`src/rtl/actuador_puertas.sv`:
```
// Door mechanism stage: follows the door controller's salida_puertas command,
// drives the motor, tracks door position and reports status plus open-hold timeout.
// Optional feature: define SENSOR_REVERSA_EN to make the obstruction sensor force a
// reversal while closing and raise obstruido after repeated reversals.
//
// state    | meaning
// CERRADA  | 00 doors fully closed, posicion = 0
// ABIERTA  | 01 doors fully open, hold counter running
// CERRANDO | 10 closing, advances on cmd 10
// ABRIENDO | 11 opening, advances on cmd 01
module actuador_puertas #(
    parameter int T_MOVIMIENTO = 8,
    parameter int T_ESPERA     = 20,
    parameter int CNT_W        = 8
) (
    input  logic             clk,
    input  logic             rst_n,
    input  logic [1:0]       salida_puertas,
    input  logic             sensor,
    output logic [1:0]       puertas,
    output logic             timeout,
    output logic [1:0]       motor,
    output logic [CNT_W-1:0] posicion,
    output logic             obstruido
);

    typedef enum logic [1:0] {
        CERRADA  = 2'b00,
        ABIERTA  = 2'b01,
        CERRANDO = 2'b10,
        ABRIENDO = 2'b11
    } estado_t;

    localparam logic [1:0] CMD_ABRIR  = 2'b01;
    localparam logic [1:0] CMD_CERRAR = 2'b10;

    localparam logic [CNT_W-1:0] T_MOV_C = CNT_W'(T_MOVIMIENTO);
    localparam logic [CNT_W-1:0] T_ESP_C = CNT_W'(T_ESPERA);
    localparam logic [CNT_W-1:0] UNO_C   = CNT_W'(1);

    estado_t          state_q, state_d;
    logic [CNT_W-1:0] pos_q, pos_d;
    logic [CNT_W-1:0] hold_q, hold_d;

`ifdef SENSOR_REVERSA_EN
    logic [2:0] rev_q, rev_d;
`endif

    // State, position and hold counter registers
    always_ff @(posedge clk or negedge rst_n) begin
        if (!rst_n) begin
            state_q <= CERRADA;
            pos_q   <= '0;
            hold_q  <= '0;
        end else begin
            state_q <= state_d;
            pos_q   <= pos_d;
            hold_q  <= hold_d;
        end
    end

`ifdef SENSOR_REVERSA_EN
    // Forced-reversal counter, saturating at 7
    always_ff @(posedge clk or negedge rst_n) begin
        if (!rst_n) begin
            rev_q <= '0;
        end else begin
            rev_q <= rev_d;
        end
    end
`endif

    // Next-state, position and hold update; illegal cmd 11 behaves as 00
    always_comb begin
        state_d = state_q;
        pos_d   = pos_q;
        hold_d  = hold_q;
`ifdef SENSOR_REVERSA_EN
        rev_d   = rev_q;
`endif
        unique case (state_q)
            CERRADA: begin
                if (salida_puertas == CMD_ABRIR) begin
                    state_d = ABRIENDO;
                end
            end
            ABRIENDO: begin
                if (salida_puertas == CMD_ABRIR) begin
                    // >= also covers a reversal that happened at full travel
                    if (pos_q >= T_MOV_C - UNO_C) begin
                        pos_d   = T_MOV_C;
                        state_d = ABIERTA;
                        hold_d  = '0;
                    end else begin
                        pos_d = pos_q + UNO_C;
                    end
                end else if (salida_puertas == CMD_CERRAR) begin
                    state_d = CERRANDO;
                end
            end
            ABIERTA: begin
                if (salida_puertas == CMD_ABRIR) begin
                    hold_d = '0;
                end else if (salida_puertas == CMD_CERRAR) begin
                    state_d = CERRANDO;
                    hold_d  = '0;
                end else if (hold_q < T_ESP_C) begin
                    hold_d = hold_q + UNO_C;
                end
            end
            CERRANDO: begin
`ifdef SENSOR_REVERSA_EN
                if (sensor) begin
                    state_d = ABRIENDO;
                    if (rev_q != 3'd7) begin
                        rev_d = rev_q + 3'd1;
                    end
                end else
`endif
                if (salida_puertas == CMD_CERRAR) begin
                    // <= also covers a reversal that happened at position 0
                    if (pos_q <= UNO_C) begin
                        pos_d   = '0;
                        state_d = CERRADA;
                    end else begin
                        pos_d = pos_q - UNO_C;
                    end
                end else if (salida_puertas == CMD_ABRIR) begin
                    state_d = ABRIENDO;
                end
            end
            default: state_d = CERRADA;
        endcase
`ifdef SENSOR_REVERSA_EN
        if (state_d == CERRADA) begin
            rev_d = '0;
        end
`endif
    end

    // Motor decode from registered state and live command
    always_comb begin
        motor = 2'b00;
        if (state_q == ABRIENDO && salida_puertas == CMD_ABRIR) begin
            motor = 2'b01;
        end else if (state_q == CERRANDO && salida_puertas == CMD_CERRAR) begin
            motor = 2'b10;
        end
    end

    assign puertas  = state_q;
    assign posicion = pos_q;
    assign timeout  = (state_q == ABIERTA) && (hold_q == T_ESP_C);

`ifdef SENSOR_REVERSA_EN
    assign obstruido = (rev_q >= 3'd4);
`else
    logic sensor_unused;
    assign sensor_unused = sensor;
    assign obstruido     = 1'b0;
`endif

endmodule

```
`config.mk`:
```
export PLATFORM = sky130hd
export DESIGN_NAME = actuador_puertas
export DESIGN_NICKNAME = d
export VERILOG_FILES = /design/src/rtl/actuador_puertas.sv
export SDC_FILE = /design/constraint.sdc
export NUM_CORES = 1
export LEC_CHECK = 0
export ABC_AREA = 1
export CORE_ASPECT_RATIO = 0.7
export CORE_UTILIZATION = 45
export CTS_CLUSTER_DIAMETER = 80
export DETAILED_ROUTE_END_ITERATION = 7
export PLACE_DENSITY_LB_ADDON = 0.1
export SLEW_MARGIN = 20
export SYNTH_ARGS = -nofsm -noshare
export SYNTH_HDL_FRONTEND = slang
export SYNTH_SLANG_ARGS = --single-unit
```
`constraint.sdc`:
```
create_clock -name clk -period 4.6 [get_ports clk]
set_clock_uncertainty 0.15 [all_clocks]
set_input_delay 0.46 -clock clk [delete_from_list [all_inputs] [get_ports clk]]
set_output_delay 0.46 -clock clk [all_outputs]
set_load 0.02 [all_outputs]
```
==> out/results.txt <==
status: complete, no violations
number of synthesized register bits: 18
Total Nets Final: 237
crit path kind: in -> out
RSZ-0062 raised after global routing: false
Num CTS Buffers: 3
post-synth cell types: 26
port bufs: 16
Slew HR: 44.54%
Slew @ Worst Pin: 829.4 ps
area leader, netlist: dfrtp_1
Final ANT Viol Nets: 0
post-synthesis sequential area ratio: 31.69%
GR Overflow Total: 0
Hold Path Class: reg -> reg
top post-synthesis cells by area: dfrtp_1 (32%), nand2_1 (14%), nand3_1 (6.7%)
drt total wl: 3303 um
Ys Warns: 0
max cap viols: 0
Met1 Wirelength: 1636 um
Post-Place Setup Slack: 1807 ps
final setup margin: 1804 ps
fraction of layout cells with a size suffix above 1: 11.61%
setup tns final: 0 ps
CTS hold repair buffers: 0
share of the synthesized area in the top cell type: 31.69%
Final Wtd Congestion: 0.9063
Worst EP arrival: 2190 ps
Total Power: 990.6 uW
I/O Pins: 19
worst skew pair latency: 260 ps
clk sink count: 18
Die H: 49.02 um
pwr/cell area: 599.8 nW/um2
most common cell after layout, fill and taps aside: nand2_1
die area: 3391 um2
initial antenna violation count: 0
pin count of the biggest net entering global routing: 19
Post-DP HPWL: 2591 um
# setup viols final: 0
Post-Syn Area: 1421 um2
crit path max fanout: 7
first-pass GRT wire length: 5878 um
core box area: 2903 um2
CTS resizes: 0
die extent in x: 69.18 um
Area growth syn-to-layout: 16.20%
GRT Util Overall: 21.88%
worst endpoint required time: 3990 ps
CTS tree: yes
crit end category: primary output
routed wl met3: 288 um
CTS max path bufs: 2
crit share post-route: 60.77%
fin crit period: 2796 ps
Peak VDD IR: 0.2849 mV
Setup crit start kind: input pin
drt pass-1 iters: 4
Clock Root Buffer: clkbuf_8
DRC Markers: 0
fin. max-slew vios: 0
starting density of the core: 48.97%
via density per instance: 5.165
Iteration-0 DRC Markers: 116
vias post-DR: 1343
commonest cells after routing, fill and taps aside: nand2_1 (53), inv_1 (24), nor2_1 (23)
row count: 16
CTS clk-pin slew, worst paths: 70 ps
Max Used Layer: met4
Leak: 0.8038 nW
Avg WL per Cell: 12.70 um
Ant. Diodes: 0
number of global-route vias before repair: 1258
top achievable clock speed: 357.7 MHz
metal2 WL: 1357 um
Syn Nets: 219
htree depth: 1
Final Hold Vio Count: 0
cells after synthesis: 207
Syn Area/Cell: 6.866 um2
Post-CTS Setup Bufs: 0
## sequential cells by signal, summed over array words and instances (netlist names)
name	flops
puertas	2
posicion	8
hold_q	8
## worst max-delay path, stage by stage
cell             delay [ps]
clkdlybuf4s50_1         480
ha_1                    340
nand2_2                 140
nor2_8                  140
clkdlybuf4s50_1         620
## cells by family after synthesis
kind of cell / count (synthesis) / synth area share [%]
and+or+nand+nor: 119 / 40.67
buffers and inverters: 34 / 10.48
AOI/OAI and AO/OA: 27 / 10.12
DFF: 18 / 31.69
adders and majority gates: 7 / 6.162
xor gates and xnor gates: 1 / 0.6163
other: 1 / 0.2638
## per-stage QoR
| stage | cells | instance area, um2 | hold WS, ps | util, % |
|---|---|---|---|---|
| global route | 260 | 1652 | 415.4 | 56.90 |
| detailed placement | 256 | 1597 | 359.9 | 55.00 |
| global placement | 256 | 1597 | 342.7 | 55.00 |
| finish | 260 | 1652 | 370.7 | 56.90 |
| floorplan | 207 | 1421 | 14.41 | - |
| CTS | 260 | 1652 | 375.9 | 56.90 |
## power by group
part / switching, mW / internal, mW / leakage [nW] / total [mW]
Sequential: 0.0609 / 0.200 / 0.240 / 0.261
Clock: 0.0568 / 0.0761 / 0.0288 / 0.133
Combinational: 0.387 / 0.210 / 0.535 / 0.597
Total: 0.504 / 0.486 / 0.804 / 0.991
## final timing paths
path | end | cells past startpoint | slack, ps | startpoint
max in group asynchronous | posicion[6]$_DFFE_PN0P_ | 1 | 3250 | rst_n
min in group asynchronous | hold_q[4]$_DFFE_PN0P_ | 1 | 520 | rst_n
worst max register to register | posicion[4]$_DFFE_PN0P_ | 7 | 2760 | posicion[0]$_DFFE_PN0P_
worst max-delay path | motor[0] | 5 | 1800 | salida_puertas[0]
worst min-delay path | hold_q[7]$_DFFE_PN0P_ | 2 | 370 | hold_q[7]$_DFFE_PN0P_
worst min register to register | hold_q[7]$_DFFE_PN0P_ | 2 | 370 | hold_q[7]$_DFFE_PN0P_
## cell type report
class | count | area [um2]
clock buffers | 4 | 55.05
fillers | 264 | 1251
multi-input cells | 155 | 822.0
inverters | 31 | 118.9
repair buffers | 16 | 160.2
flip-flops and latches | 18 | 450.4
well taps | 36 | 45.04
## metal layers
metal | vias up | GRT usage, %
li1 | 694 | -
met1 | 589 | 31.94
met2 | 56 | 32.69
met3 | 4 | 5.992
met4 | 0 | 3.741
met5 | - | 0
## Yosys cell counts, drive strengths merged
master  number
nand2       60
inv         31
nor2        30
o21ai       21
nand3       19
dfrtp       18
ha           7
nand4        5
a21oi        4
nor3         4
buf          3
conb         1
nor4         1
o21bai       1
o31ai        1
xor2         1
(Power assumes the default switching activity.)
